File: config.mk
export PLATFORM = sky130hd
export DESIGN_NAME = mem_bus_arbiter_flat
export DESIGN_NICKNAME = d
export VERILOG_FILES = /design/src/rtl/mem_bus_arbiter_pkg.sv /design/src/rtl/mem_bus_arbiter_if.sv /design/src/rtl/mem_bus_arbiter_arb_priority_sel.sv /design/src/rtl/mem_bus_arbiter.sv /design/src/flat_wrapper.sv
export SDC_FILE = /design/constraint.sdc
export NUM_CORES = 1
export LEC_CHECK = 0
export CAP_MARGIN = 20
export CORE_ASPECT_RATIO = 0.6
export CORE_UTILIZATION = 35
export CTS_BUF_LIST = sky130_fd_sc_hd__clkbuf_4
export CTS_CLUSTER_SIZE = 28
export DETAILED_ROUTE_END_ITERATION = 10
export GPL_TIMING_DRIVEN = 0
export PLACE_DENSITY = 0.68
export SYNTH_ARGS = -nofsm -noshare
export SYNTH_HDL_FRONTEND = slang
export SYNTH_HIERARCHICAL = 1
export SYNTH_SLANG_ARGS = --single-unit
File: constraint.sdc
create_clock -name clk -period 4.6 [get_ports clk]
set_clock_uncertainty 0.15 [all_clocks]
set_input_delay 0.46 -clock clk [delete_from_list [all_inputs] [get_ports clk]]
set_output_delay 0.46 -clock clk [all_outputs]
set_load 0.01 [all_outputs]
File: src/rtl/mem_bus_arbiter_pkg.sv
// ----------------------------------------------------------------------------
// mem_bus_pkg
// Purpose : Types and constants shared by the SRAM port arbiter, its bus
//           interface and its grant-select sub-module.
// Contents: arb_state_t - arbiter FSM encoding (IDLE / ACCESS / DONE)
//           owner_t     - which requester currently owns the SRAM port
//           BUS_W       - width of the address/data buses
//           CNT_W       - width of the wait-state and streak counters
//           wait_load   - converts a wait-state count to counter width
// ----------------------------------------------------------------------------
package mem_bus_pkg;

    localparam int BUS_W = 16;
    localparam int CNT_W = 3;

    typedef enum logic [1:0] {
        IDLE   = 2'b00,
        ACCESS = 2'b01,
        DONE   = 2'b10
    } arb_state_t;

    typedef enum logic [1:0] {
        OWN_NONE = 2'b00,
        OWN_IF   = 2'b01,
        OWN_DM   = 2'b10
    } owner_t;

    function automatic logic [CNT_W-1:0] wait_load(input int n);
        return CNT_W'(n);
    endfunction

endpackage

File: src/rtl/mem_bus_arbiter_if.sv
// ----------------------------------------------------------------------------
// mem_bus_arbiter_if
// Purpose : Bundles the two requester handshakes and the external SRAM pins
//           that the arbiter sits between.
// Signals : if_req/if_addr/if_rdata/if_ack                 - fetch requester
//           dm_req/dm_we/dm_addr/dm_wdata/dm_rdata/dm_ack  - data requester
//           sram_addr/sram_dout/sram_doe/sram_din/
//           sram_ce_n/sram_oe_n/sram_we_n                  - SRAM port
// Modports: slave  - the arbiter (serves requests, drives the SRAM)
//           master - the surroundings (requesters and SRAM device)
// ----------------------------------------------------------------------------
interface mem_bus_arbiter_if;
    import mem_bus_pkg::*;

    logic             if_req;
    logic [BUS_W-1:0] if_addr;
    logic [BUS_W-1:0] if_rdata;
    logic             if_ack;

    logic             dm_req;
    logic             dm_we;
    logic [BUS_W-1:0] dm_addr;
    logic [BUS_W-1:0] dm_wdata;
    logic [BUS_W-1:0] dm_rdata;
    logic             dm_ack;

    logic [BUS_W-1:0] sram_addr;
    logic [BUS_W-1:0] sram_dout;
    logic             sram_doe;
    logic [BUS_W-1:0] sram_din;
    logic             sram_ce_n;
    logic             sram_oe_n;
    logic             sram_we_n;

    modport slave (
        input  if_req, if_addr,
        output if_rdata, if_ack,
        input  dm_req, dm_we, dm_addr, dm_wdata,
        output dm_rdata, dm_ack,
        output sram_addr, sram_dout, sram_doe, sram_ce_n, sram_oe_n, sram_we_n,
        input  sram_din
    );

    modport master (
        output if_req, if_addr,
        input  if_rdata, if_ack,
        output dm_req, dm_we, dm_addr, dm_wdata,
        input  dm_rdata, dm_ack,
        input  sram_addr, sram_dout, sram_doe, sram_ce_n, sram_oe_n, sram_we_n,
        output sram_din
    );

endinterface

File: src/rtl/mem_bus_arbiter_arb_priority_sel.sv
// ----------------------------------------------------------------------------
// arb_priority_sel
// Purpose : Combinational grant choice between the fetch and data requesters.
//           Data normally wins. With ARB_FAIR_EN defined, fetch wins once the
//           data streak has reached its limit while fetch is waiting.
// Macro   : ARB_FAIR_EN - enables the streak-limit override.
// Ports   : i_if_req        in  fetch request pending
//           i_dm_req        in  data request pending
//           i_streak_at_max in  data streak has hit its limit
//           o_grant_if      out grant fetch (at most one grant is high)
//           o_grant_dm      out grant data
// ----------------------------------------------------------------------------
module arb_priority_sel (
    input  logic i_if_req,
    input  logic i_dm_req,
    input  logic i_streak_at_max,
    output logic o_grant_if,
    output logic o_grant_dm
);

    logic w_if_wins;

`ifdef ARB_FAIR_EN
    assign w_if_wins = i_if_req & (~i_dm_req | i_streak_at_max);
`else
    // Strict priority: the streak input is tied low by the parent.
    logic w_streak_unused;
    assign w_streak_unused = i_streak_at_max;
    assign w_if_wins       = i_if_req & ~i_dm_req;
`endif

    assign o_grant_if = w_if_wins;
    assign o_grant_dm = i_dm_req & ~w_if_wins;

endmodule

File: src/rtl/mem_bus_arbiter.sv
// ----------------------------------------------------------------------------
// mem_bus_arbiter
// Purpose : Shares the single 16-bit SRAM port between instruction fetch and
//           the load/store stage. Data has priority; every transfer takes
//           WAIT_CYCLES+1 ACCESS cycles followed by one DONE cycle carrying a
//           single-cycle ack to the owner. All SRAM strobes are registered.
// Macro   : ARB_FAIR_EN - limits consecutive data grants while fetch waits
//           to DM_STREAK_MAX, after which fetch is served once.
// Params  : WAIT_CYCLES   extra SRAM access cycles per transfer (1..7)
//           DM_STREAK_MAX data-grant streak limit (1..7, ARB_FAIR_EN only)
// Ports   : clk  in  system clock, posedge
//           rst  in  asynchronous reset, active low
//           bus  slave modport of mem_bus_arbiter_if (requesters + SRAM)
//
// state  | meaning
// -------+-------------------------------------------------------------------
// IDLE   | port free; sample requests and grant one, latching addr/we/wdata
// ACCESS | strobes active; wait counter runs down, read data taken at 0
// DONE   | strobes released; owner's ack high for this cycle only
// ----------------------------------------------------------------------------
module mem_bus_arbiter
    import mem_bus_pkg::*;
#(
    parameter int WAIT_CYCLES   = 1,
    parameter int DM_STREAK_MAX = 4
) (
    input  logic                     clk,
    input  logic                     rst,
    mem_bus_arbiter_if.slave         bus
);

    localparam logic [CNT_W-1:0] WAIT_INIT = wait_load(WAIT_CYCLES);

    arb_state_t       r_state;
    owner_t           r_owner;
    logic             r_we;
    logic [CNT_W-1:0] r_cnt;

    logic [BUS_W-1:0] r_sram_addr;
    logic [BUS_W-1:0] r_sram_dout;
    logic             r_sram_doe;
    logic             r_sram_ce_n;
    logic             r_sram_oe_n;
    logic             r_sram_we_n;

    logic             r_if_ack;
    logic             r_dm_ack;
    logic [BUS_W-1:0] r_if_rdata;
    logic [BUS_W-1:0] r_dm_rdata;

    logic             w_grant_if;
    logic             w_grant_dm;
    logic             w_streak_at_max;

    arb_priority_sel u_sel (
        .i_if_req        (bus.if_req),
        .i_dm_req        (bus.dm_req),
        .i_streak_at_max (w_streak_at_max),
        .o_grant_if      (w_grant_if),
        .o_grant_dm      (w_grant_dm)
    );

`ifdef ARB_FAIR_EN
    // Counts data grants taken while fetch was left waiting.
    logic [CNT_W-1:0] r_streak;

    always_ff @(posedge clk or negedge rst) begin
        if (!rst) begin
            r_streak <= '0;
        end else if (r_state == IDLE) begin
            if (w_grant_if) begin
                r_streak <= '0;
            end else if (w_grant_dm) begin
                r_streak <= bus.if_req ? r_streak + 3'd1 : '0;
            end
        end
    end

    assign w_streak_at_max = (r_streak == CNT_W'(DM_STREAK_MAX));
`else
    logic [CNT_W-1:0] w_streak_max_unused;
    assign w_streak_max_unused = CNT_W'(DM_STREAK_MAX);
    assign w_streak_at_max     = 1'b0;
`endif

    always_ff @(posedge clk or negedge rst) begin
        if (!rst) begin
            r_state     <= IDLE;
            r_owner     <= OWN_NONE;
            r_we        <= 1'b0;
            r_cnt       <= '0;
            r_sram_addr <= '0;
            r_sram_dout <= '0;
            r_sram_doe  <= 1'b0;
            r_sram_ce_n <= 1'b1;
            r_sram_oe_n <= 1'b1;
            r_sram_we_n <= 1'b1;
            r_if_ack    <= 1'b0;
            r_dm_ack    <= 1'b0;
            r_if_rdata  <= '0;
            r_dm_rdata  <= '0;
        end else begin
            r_if_ack <= 1'b0;
            r_dm_ack <= 1'b0;

            case (r_state)
                IDLE: begin
                    // Strobes for the first ACCESS cycle are set here so they
                    // come straight out of flops.
                    if (w_grant_dm) begin
                        r_state     <= ACCESS;
                        r_owner     <= OWN_DM;
                        r_we        <= bus.dm_we;
                        r_cnt       <= WAIT_INIT;
                        r_sram_addr <= bus.dm_addr;
                        r_sram_dout <= bus.dm_wdata;
                        r_sram_ce_n <= 1'b0;
                        r_sram_oe_n <= bus.dm_we;
                        r_sram_we_n <= ~bus.dm_we;
                        r_sram_doe  <= bus.dm_we;
                    end else if (w_grant_if) begin
                        r_state     <= ACCESS;
                        r_owner     <= OWN_IF;
                        r_we        <= 1'b0;
                        r_cnt       <= WAIT_INIT;
                        r_sram_addr <= bus.if_addr;
                        r_sram_ce_n <= 1'b0;
                        r_sram_oe_n <= 1'b0;
                        r_sram_we_n <= 1'b1;
                        r_sram_doe  <= 1'b0;
                    end
                end

                ACCESS: begin
                    if (r_cnt != '0) begin
                        r_cnt <= r_cnt - 3'd1;
                        // Release we_n one cycle early so data is held past
                        // the write strobe's rising edge.
                        if (r_cnt == 3'd1) begin
                            r_sram_we_n <= 1'b1;
                        end
                    end else begin
                        r_state     <= DONE;
                        r_sram_ce_n <= 1'b1;
                        r_sram_oe_n <= 1'b1;
                        r_sram_we_n <= 1'b1;
                        r_sram_doe  <= 1'b0;
                        if (r_owner == OWN_DM) begin
                            r_dm_ack <= 1'b1;
                            if (!r_we) begin
                                r_dm_rdata <= bus.sram_din;
                            end
                        end else if (r_owner == OWN_IF) begin
                            r_if_ack   <= 1'b1;
                            r_if_rdata <= bus.sram_din;
                        end
                    end
                end

                DONE: begin
                    r_state <= IDLE;
                    r_owner <= OWN_NONE;
                    r_we    <= 1'b0;
                end

                default: begin
                    r_state <= IDLE;
                    r_owner <= OWN_NONE;
                end
            endcase
        end
    end

    assign bus.sram_addr = r_sram_addr;
    assign bus.sram_dout = r_sram_dout;
    assign bus.sram_doe  = r_sram_doe;
    assign bus.sram_ce_n = r_sram_ce_n;
    assign bus.sram_oe_n = r_sram_oe_n;
    assign bus.sram_we_n = r_sram_we_n;
    assign bus.if_ack    = r_if_ack;
    assign bus.dm_ack    = r_dm_ack;
    assign bus.if_rdata  = r_if_rdata;
    assign bus.dm_rdata  = r_dm_rdata;

endmodule

File: src/flat_wrapper.sv
// flat-port wrapper written by rule: the top's interface ports become plain ports
module mem_bus_arbiter_flat import mem_bus_pkg::*;
#(
    parameter int WAIT_CYCLES   = 1,
    parameter int DM_STREAK_MAX = 4
)
  (clk, rst, bus_if_req, bus_if_addr, bus_if_rdata, bus_if_ack, bus_dm_req, bus_dm_we, bus_dm_addr, bus_dm_wdata, bus_dm_rdata, bus_dm_ack, bus_sram_addr, bus_sram_dout, bus_sram_doe, bus_sram_ce_n, bus_sram_oe_n, bus_sram_we_n, bus_sram_din);
  mem_bus_arbiter_if bus_i ();
  input  logic clk;
  input  logic rst;
  input wire logic [$bits(bus_i.if_req)-1:0] bus_if_req;
  input wire logic [$bits(bus_i.if_addr)-1:0] bus_if_addr;
  output wire logic [$bits(bus_i.if_rdata)-1:0] bus_if_rdata;
  output wire logic [$bits(bus_i.if_ack)-1:0] bus_if_ack;
  input wire logic [$bits(bus_i.dm_req)-1:0] bus_dm_req;
  input wire logic [$bits(bus_i.dm_we)-1:0] bus_dm_we;
  input wire logic [$bits(bus_i.dm_addr)-1:0] bus_dm_addr;
  input wire logic [$bits(bus_i.dm_wdata)-1:0] bus_dm_wdata;
  output wire logic [$bits(bus_i.dm_rdata)-1:0] bus_dm_rdata;
  output wire logic [$bits(bus_i.dm_ack)-1:0] bus_dm_ack;
  output wire logic [$bits(bus_i.sram_addr)-1:0] bus_sram_addr;
  output wire logic [$bits(bus_i.sram_dout)-1:0] bus_sram_dout;
  output wire logic [$bits(bus_i.sram_doe)-1:0] bus_sram_doe;
  output wire logic [$bits(bus_i.sram_ce_n)-1:0] bus_sram_ce_n;
  output wire logic [$bits(bus_i.sram_oe_n)-1:0] bus_sram_oe_n;
  output wire logic [$bits(bus_i.sram_we_n)-1:0] bus_sram_we_n;
  input wire logic [$bits(bus_i.sram_din)-1:0] bus_sram_din;
  assign bus_i.if_req = bus_if_req;
  assign bus_i.if_addr = bus_if_addr;
  assign bus_if_rdata = bus_i.if_rdata;
  assign bus_if_ack = bus_i.if_ack;
  assign bus_i.dm_req = bus_dm_req;
  assign bus_i.dm_we = bus_dm_we;
  assign bus_i.dm_addr = bus_dm_addr;
  assign bus_i.dm_wdata = bus_dm_wdata;
  assign bus_dm_rdata = bus_i.dm_rdata;
  assign bus_dm_ack = bus_i.dm_ack;
  assign bus_sram_addr = bus_i.sram_addr;
  assign bus_sram_dout = bus_i.sram_dout;
  assign bus_sram_doe = bus_i.sram_doe;
  assign bus_sram_ce_n = bus_i.sram_ce_n;
  assign bus_sram_oe_n = bus_i.sram_oe_n;
  assign bus_sram_we_n = bus_i.sram_we_n;
  assign bus_i.sram_din = bus_sram_din;
  mem_bus_arbiter #(.WAIT_CYCLES(WAIT_CYCLES), .DM_STREAK_MAX(DM_STREAK_MAX)) u_core (.clk(clk), .rst(rst), .bus(bus_i));
endmodule
==> results of run 1 <==
-- power by group --
group          switching [mW]  total [mW]  leakage [nW]  internal, mW
sequential              0.183        1.21         0.929          1.03
clock                   0.240       0.456        0.0810         0.217
combinational           0.606        1.54          1.13         0.930
total                    1.03        3.21          2.14          2.18
-- final timing paths --
path	start	to	slack, ns	cells after the start
min in group asynchronous	rst	u_core/bus.dm_rdata[10]$_DFFE_PN0P_	0.38	2
setup / recovery	bus_dm_req	u_core/bus.sram_dout[14]$_DFFE_PN0P_	2.14	8
hold reg to reg	u_core/r_owner[0]$_DFFE_PN0P_	u_core/bus.dm_ack$_DFF_PN0_	0.33	1
setup reg to reg	u_core/r_cnt[0]$_DFFE_PN0P_	u_core/bus.if_rdata[14]$_DFFE_PN0P_	2.26	7
max in group asynchronous	rst	u_core/bus.sram_we_n$_DFFE_PN1P_	3.29	3
hold / removal	u_core/r_owner[0]$_DFFE_PN0P_	u_core/bus.dm_ack$_DFF_PN0_	0.33	1
-- sequential cells by signal, indices dropped and copies added, names as in the netlist --
name	count
u_core/bus.dm_rdata	16
u_core/bus.sram_doe	1
u_core/r_cnt	3
u_core/r_state	2
u_core/bus.sram_ce_n	1
u_core/bus.sram_we_n	1
u_core/r_we	1
u_core/r_owner	2
u_core/bus.if_ack	1
u_core/bus.sram_dout	16
u_core/bus.dm_ack	1
u_core/bus.sram_oe_n	1
u_core/bus.sram_addr	16
u_core/bus.if_rdata	16
-- cell type report --
| type | instances | area, um^2 |
|---|---|---|
| plain buffers | 15 | 86.3 |
| flip-flops and latches | 78 | 1960 |
| repair buffers | 140 | 1420 |
| multi-input cells | 136 | 1200 |
| well taps | 112 | 140 |
| clock inverters | 7 | 88.8 |
| clock buffers | 9 | 67.6 |
| inverters | 6 | 22.5 |
| fillers | 733 | 3800 |
-- stage by stage --
step                      total power [mW]  std cells  cell area [um^2]  worst slack, ns  hold WS, ns
after detailed placement              2.77        486              4820             1.65        0.304
final                                 3.21        503              4980             2.14        0.326
after global placement                2.73        485              4790            0.120        0.333
after CTS                             3.25        503              4980             2.14        0.347
after global routing                  3.42        503              4980             2.06        0.370
after floorplan                       1.92        235              3270             2.48       0.0144
-- layer usage --
layer  vias to the layer above  share of wire, %
met4                         0              0.60
met3                         8               9.3
met1                      1220                48
met2                        87                42
li1                       1141                 -
met5                         -                 0
-- what timing repair did --
action                                  CTS  global route
endpoints found under the setup margin    0             0
endpoints found under the hold margin    35             0
hold buffers                              1             0
==> qor.csv, run 1 <==
metric,value,unit
cts_tree,done,
status,finished clean,
grt_pass1_vias,2570,
final_cell_mix,"137 x clkdlybuf4s50_1, 75 x dfrtp_1, 39 x mux2_2, 34 x o21ai_0, 16 x mux2i_1",
p_leak,2.14,nW
port_buffers,138,
fin_crit_sh,53.5,%
cts_buffers,9,
grt_usage,17.5,%
critPathArrivalTime,2.63,ns
grt_max_degree,44,
synth_area_per_cell,13.9,um^2
required,4.77,ns
crit_fanout,10,
finalHoldViolCount,0,
slowest_stage,clkdlybuf4s50_1,
ant_nets,0,
synth_cells,235,
syn_area,0.00327,mm^2
path_cells,"clkdlybuf4s50_1, clkbuf_1, buf_2, and2b_1, nor2b_1, buf_2, buf_2, mux2_2",
drtIter0Drc,64,
grt_first_pass_wirelength,13000,um
critical_path_class,in2reg,
grt_use_met1,23.5,%
ir_drop,0.303,mV
die_y,76.9,um
root_buffer,clkbuf_4,
place_congestion,0.763,
grt.met3_usage,8.58,%
drive_above_1_share,19.9,%
rsz0062_at_grt,false,
routed_via_density,4.88,
tightest_slew,0.708,ns
die-area,0.00974,mm^2
max_freq,406,MHz
min_path_type,reg2reg,
final_max_slew_viol_count,0,
postCtsResizedCells,0,
final_common_cell,clkdlybuf4s50_1,
final_util,56.7,%
met2_usage,25.1,%
area_delta_synth_final,52.4,%
max-slew-margin-rel,52.8,%
insertion_delay,0.43,ns
first_pass_iters,4,
vias,2456,
ys.warnings.count,6,
initial_core_util,37.2,%
grt_antenna_before_repair,0,
cts.sinks,78,
clockBufferDepth,2,
fin_setup_tns,0,ns
wl_per_cell,15.8,um
clkTransAtPathRegs,0.13,ns
htree_levels,3,
core,0.00878,mm^2
post-route-min-period,2.46,ns
busiest_layer,met2,
critPathBufInv,5,
syn-num-nets,307,
drcViolationCount,0,
routed_wl,7940,um
setup.worst_path.start_class,input port,
path_common_cell,buf_2,
io-pin-count,139,
diodes,0,
finalNetCount,458,
p_per_area,643,mW/mm^2
dpl.hpwl,5820,um
cts_setup_buffers,0,
fp-row-count,26,
drv_cap,0,
setup_viol,0,
slowest_delay,0.48,ns
worstSetupEndpointType,register,
die_w,127,um
grt_overflow,0,
crit_family,buffers and inverters,
Power figures use the tool's default switching activity.
==> inputs of run 2 (changes only) <==
PLACE_DENSITY = 0.71   (was 0.68)
clock period = 2 ns   (was 4.6 ns; I/O delays follow)
==> run 2 against run 1 <==
Net effect: the run now ends with negative setup slack left; worst hold slack got worse by 0.17 ns; global-route usage decreased by 0.15 points; largest cell class unchanged; die area unchanged; register-to-register slack got worse by 2.3 ns; non-clock buffer count is 5 higher; cell count rose by 0.99%; flip-flop and latch count is the same; sequential power increased by 130%.
==> qor.csv, run 2 (same netlist as run 1, synthesis figures left out) <==
metric,value,unit,change
vias,2421,,-1.4%
p_per_area,1470,mW/mm^2,+130%
dp_worst_setup_slack,-0.648,ns,-2.30 ns
critical_path_class,reg2reg,,
area_delta_synth_final,54.8,%,
swShare,31.6,%,-0.51 points
combPwrFrac,48.6,%,+0.7 points
root_buffer,clkbuf_4,,
placedCellCount,486,,unchanged
final_max_slew_viol_count,0,,unchanged
die-area,0.00974,mm^2,unchanged
clkTransAtPathRegs,0.12,ns,about the same
port_buffers,138,,unchanged
place_congestion,0.763,,about the same
drv_cap,0,,unchanged
fill_cells,742,,+1.2%
routed_wl,7790,um,-1.9%
cts.sinks,78,,unchanged
final_cell_mix,"137 x clkdlybuf4s50_1, 74 x dfrtp_1, 39 x mux2_2, 34 x o21ai_0, 16 x mux2i_1",,
max_freq,487,MHz,
slowest_delay,0.57,ns,+0.09 ns
fin_setup_tns,-0.579,ns,-0.579 ns
violations,negative setup slack,,
status,"complete, but fails checks",,
max-slew-margin-rel,54.5,%,+1.7 points
post-route-min-period,2.05,ns,
grt_overflow,0,,unchanged
setup_slack,-0.0530,ns,-2.19 ns
drcViolationCount,0,,unchanged
seqPwrFrac,37.5,%,-0.3 points
setup.worst_path.start_class,register,,
routed_via_density,4.77,,-2.4%
core,0.00878,mm^2,unchanged
insertion_delay,0.41,ns,-0.02 ns
p_leak,2.18,nW,+2.0%
timing.rr.start,u_core/r_cnt[0]$_DFFE_PN0P_,,
grt_usage,17.3,%,-0.15 points
diodes,0,,unchanged
grt_antenna_before_repair,0,,unchanged
p_switching,2.36,mW,+130%
die_w,127,um,unchanged
reg2regPathDepth,6,,-1
drt-met1-wl,3640,um,-4.7%
tightest_slew,0.683,ns,-0.0248 ns
place_area,0.00482,mm^2,+0.10%
finalNetCount,463,,+1.1%
required,2.15,ns,-2.62 ns
power,7.46,mW,+130%
crit_fanout,5,,-5
dpl.hpwl,5690,um,-2.1%
slowest_stage,or4b_4,,
regToRegEndpoint,u_core/bus.dm_rdata[3]$_DFFE_PN0P_,,
clock_power_share,13.9,%,-0.3 points
rsz0062_at_grt,true,,
initial_core_util,37.2,%,unchanged
grt_first_pass_wirelength,13000,um,+0.11%
io-pin-count,139,,unchanged
reg2reg_slack,-0.05,ns,-2.31 ns
wl_per_cell,15.3,um,-2.9%
drive_above_1_share,23.0,%,+3.0 points
clockBufferDepth,2,,unchanged
critPathArrivalTime,2.20,ns,-0.43 ns
cts_buffers,9,,unchanged
die_y,76.9,um,unchanged
intPower,5.10,mW,+130%
fin_cells,508,,+0.99%
path_cells,"inv_2, ha_4, nand4bb_4, or4b_4, buf_12, mux2_4",,
fp-row-count,26,,unchanged
routed-wl-met2,3410,um,+2.4%
final_util,57.6,%,+0.90 points
grt_pass1_vias,2618,,+1.9%
ant_nets,0,,unchanged
first_pass_iters,4,,unchanged
drtIter0Drc,79,,+23%
min_path_type,in2async,,
hold_ws,0.152,ns,-0.173 ns
design_area,0.00506,mm^2,+1.6%
worstSetupEndpointType,register,,
final_common_cell,clkdlybuf4s50_1,,
wl_met3,674,um,-9.0%
setup_viol,16,,+16
fin_crit_sh,103,%,
cts_tree,done,,
finalHoldViolCount,0,,unchanged
highest_layer,met4,,
htree_levels,3,,unchanged
ir_drop,0.919,mV,+200%
grt_max_degree,41,,-6.8%
[run 2: changes by cell type in the layout (fill, tap and decap cells not counted), moves of 2 or more]
cell | previous run | this run
buf_2 | 5 | 2
clkinv_2 | 1 | 4
clkbuf_1 | 7 | 5
clkinv_1 | 2 | 0
inv_1 | 6 | 4
inv_2 | 0 | 2
buf_4 | 1 | 10
[run 2: area by class of cell]
| type | instances | area, um^2 | share of cell area [%] |
|---|---|---|---|
| Multi-Input combinational cell | 136 | 1220 | 24.1 |
| Sequential cell | 78 | 1960 | 38.7 |
| Inverter | 6 | 22.5 | 0.445 |
| Tap cell | 112 | 140 | 2.77 |
| Clock buffer | 9 | 67.6 | 1.33 |
| Clock inverter | 7 | 88.8 | 1.76 |
| Buffer | 12 | 75.1 | 1.48 |
| Timing Repair Buffer | 148 | 1490 | 29.5 |
[run 2: power groups by stage]
stage / combinational, mW / sequential [mW] / clock (mW)
6_report: 3.62 / 2.80 / 1.04
5_1_grt: 3.91 / 2.92 / 1.15
4_1_cts: 3.66 / 2.81 / 1.09
3_5_place_dp: 3.56 / 2.82 / 0
3_3_place_gp: 3.50 / 2.79 / 0
2_1_floorplan: 1.33 / 3.12 / 0
[run 2: critical path: cells and delay by family (launching register included)]
| family | cells | cell delay (ns) |
|---|---|---|
| AND/OR/NAND/NOR | 2 | 0.68 |
| flip-flops | 1 | 0.41 |
| multiplexers | 1 | 0.29 |
| buffers and inverters | 2 | 0.26 |
| adder cells (fa/ha/maj) | 1 | 0.15 |
[run 2: layer usage]
layer,track usage (%),vias to the layer above
met5,0,-
met3,7.33,7
li1,-,1148
met4,4.64,0
met2,25.8,89
met1,23.1,1177
[run 2: how the worst max path moves through the flow]
stage	from	endpoint	slack (ns)	cells past startpoint
after floorplan	u_core/r_cnt[0]$_DFFE_PN0P_	u_core/bus.dm_rdata[0]$_DFFE_PN0P_	-0.04	7
after global placement	rst	u_core/bus.dm_rdata[3]$_DFFE_PN0P_	-2.18	1
after CTS	u_core/r_cnt[0]$_DFFE_PN0P_	u_core/bus.dm_rdata[8]$_DFFE_PN0P_	-0.09	6
after detailed placement	bus_dm_req	u_core/bus.sram_dout[11]$_DFFE_PN0P_	-0.65	8
final	u_core/r_cnt[0]$_DFFE_PN0P_	u_core/bus.dm_rdata[3]$_DFFE_PN0P_	-0.05	6
after global routing	u_core/r_cnt[0]$_DFFE_PN0P_	u_core/bus.dm_rdata[0]$_DFFE_PN0P_	-0.09	6
[run 2: repair_timing]
| item | in CTS | in global routing |
|---|---|---|
| hold buffers | 1 | 0 |
| buffers inserted | 5 | 2 |
| setup endpoints to repair | 30 | 43 |
| gates resized for setup | 7 | 3 |
| gates cloned | 1 | 0 |
| pin swaps | 2 | 1 |
| endpoints found under the hold margin | 75 | 0 |
==> inputs of run 3 (changes only) <==
ABC_CLOCK_PERIOD_IN_PS = 2000   (was not set)
CELL_PAD_IN_SITES_DETAIL_PLACEMENT = 1   (was not set)
CELL_PAD_IN_SITES_GLOBAL_PLACEMENT = 1   (was not set)
CORE_UTILIZATION = 31   (was 35)
PLACE_DENSITY = not set   (was 0.71)
PLACE_DENSITY_LB_ADDON = 0.1   (was not set)
SETUP_SLACK_MARGIN = 0.2   (was not set)
==> run 3 against run 2 <==
Net effect: register-to-register slack worse by 0.04 ns; design area is 4.4% higher; fmax is 2.0% lower; sequential share of layout area is 1.6 points lower; power is 1.3% higher; global-route usage is 0.84 points lower; the run still ends with negative setup slack left; cell count is 7.9% higher; largest power group unchanged; first-iteration DRC count is 32% lower; sequential power hardly changed.
==> qor.csv, run 3 (same netlist as run 1, synthesis figures left out) <==
metric,value,unit,change
worstSetupEndpointType,register,,
required,2.16,ns,about the same
io-pin-count,139,,unchanged
place_area,0.00487,mm^2,+0.93%
die_y,81.5,um,+6.1%
setup_viol,19,,+3
grt_overflow,0,,unchanged
p_leak,2.29,nW,+5.1%
fin_crit_sh,105,%,+2.1 points
clockBufferDepth,2,,unchanged
routed_wl,8650,um,+11%
drv_cap,0,,unchanged
ant_nets,0,,unchanged
dp_worst_setup_slack,-0.576,ns,+0.0717 ns
p_per_area,1430,mW/mm^2,-3.0%
crit_fanout,5,,unchanged
final_util,52.5,%,-5.1 points
area_delta_synth_final,61.6,%,
grt_first_pass_wirelength,13700,um,+4.9%
initial_core_util,32.5,%,-4.7 points
cts_buffers,9,,unchanged
fill_cells,1032,,+39%
root_buffer,clkbuf_4,,
violations,negative setup slack,,
first_pass_iters,3,,-1
clkTransAtPathRegs,0.13,ns,about the same
finalHoldViolCount,0,,unchanged
grt_antenna_before_repair,0,,unchanged
status,"complete, but fails checks",,
ir_drop,0.583,mV,-37%
htree_levels,3,,unchanged
setup_slack,-0.0942,ns,-0.0411 ns
fin_cells,548,,+7.9%
die_w,135,um,+6.2%
power,7.55,mW,+1.3%
vias,2535,,+4.7%
fp-row-count,28,,+7.7%
drive_above_1_share,28.6,%,+5.6 points
diodes,0,,unchanged
max_freq,478,MHz,-2.0%
design_area,0.00528,mm^2,+4.4%
routed_via_density,4.63,,-2.9%
timing.rr.start,u_core/r_cnt[0]$_DFFE_PN0P_,,
tightest_slew,0.445,ns,-0.239 ns
post-route-min-period,2.09,ns,+0.0411 ns
core,0.0101,mm^2,+14%
max-slew-margin-rel,70.4,%,+16 points
wl_per_cell,15.8,um,+2.9%
drtIter0Drc,54,,-32%
port_buffers,138,,unchanged
final_max_slew_viol_count,0,,unchanged
crit_family,simple AND/OR/NAND/NOR gates,,
critPathArrivalTime,2.26,ns,+0.06 ns
finalNetCount,480,,+3.7%
critPathBufInv,3,,+1
insertion_delay,0.42,ns,about the same
final_common_cell,clkdlybuf4s50_1,,
grt_pass1_vias,2676,,+2.2%
min_path_type,in2async,,
rsz0062_at_grt,true,,
grt_usage,16.5,%,-0.84 points
slowest_stage,or4b_4,,
grt_max_degree,58,,+41%
startpoint,u_core/r_cnt[0]$_DFFE_PN0P_,,
path_cells,"inv_2, ha_4, nand4bb_4, or4b_4, buf_8, buf_12, mux2_4",,
cts.sinks,78,,unchanged
cts_tree,done,,
final_cell_mix,"133 x clkdlybuf4s50_1, 74 x dfrtp_1, 38 x mux2_2, 23 x o21ai_0, 21 x buf_4",,
die-area,0.0110,mm^2,+13%
drcViolationCount,0,,unchanged
setup.worst_path.start_class,register,,
placedCellCount,509,,+4.7%
critical_path_class,reg2reg,,
place_congestion,0.710,,-6.9%
slowest_delay,0.51,ns,-0.06 ns
dpl.hpwl,6120,um,+7.4%
==> run 3: area by class of cell <==
type / count / area, um^2 / share of cell area [%]
plain buffers: 15 / 143 / 2.70
clock buffers: 11 / 82.6 / 1.56
clock inverters: 5 / 36.3 / 0.687
inverters: 6 / 25.0 / 0.474
multi-input cells: 136 / 1240 / 23.5
flip-flops and latches: 78 / 1960 / 37.0
well taps: 135 / 169 / 3.20
repair buffers: 162 / 1630 / 30.8
==> run 3: what timing repair did <==
| item | CTS | global route |
|---|---|---|
| gates cloned | 1 | 1 |
| buffers inserted | 14 | 6 |
| gates resized for setup | 21 | 30 |
| hold buffers | 1 | 0 |
| endpoints found under the hold margin | 75 | 0 |
| endpoints found under the setup margin | 66 | 60 |
| pin swaps | 3 | 2 |
==> run 3: worst paths after layout <==
kind                            cells past startpoint                                  end  slack (ns)
worst min-delay path                                2  u_core/bus.dm_rdata[10]$_DFFE_PN0P_        0.04
min in group clk                                    2  u_core/bus.sram_dout[7]$_DFFE_PN0P_        0.23
worst max-delay path                                7   u_core/bus.dm_rdata[0]$_DFFE_PN0P_       -0.09
worst min register to register                      1          u_core/bus.dm_ack$_DFF_PN0_        0.35
max in group asynchronous                           3     u_core/bus.sram_ce_n$_DFFE_PN1P_        1.01
worst max register to register                      7   u_core/bus.dm_rdata[0]$_DFFE_PN0P_       -0.09
==> run 3: power breakdown <==
part	total, mW	switching [mW]	internal [mW]
clock network	0.841	0.558	0.283
logic	3.92	1.51	2.42
registers	2.79	0.418	2.37
==> run 3: stage by stage <==
stage | setup TNS, ns | hold slack, ns
floorplan | -0.406 | -0.246
global placement | -190.82 | 0.336
detailed placement | -16.08 | -0.0347
CTS | -1.97 | 0.0215
global route | -2.45 | 0.0340
finish | -1.34 | 0.0448
==> run 3: routing by layer <==
| metal | GRT usage (%) | up-vias | routed length, um |
|---|---|---|---|
| met5 | 0 | - | 0 |
| met4 | 3.71 | 0 | 58 |
| met3 | 7.96 | 6 | 805 |
| met2 | 25.1 | 87 | 3780 |
| met1 | 21.3 | 1254 | 4010 |
| li1 | - | 1188 | - |
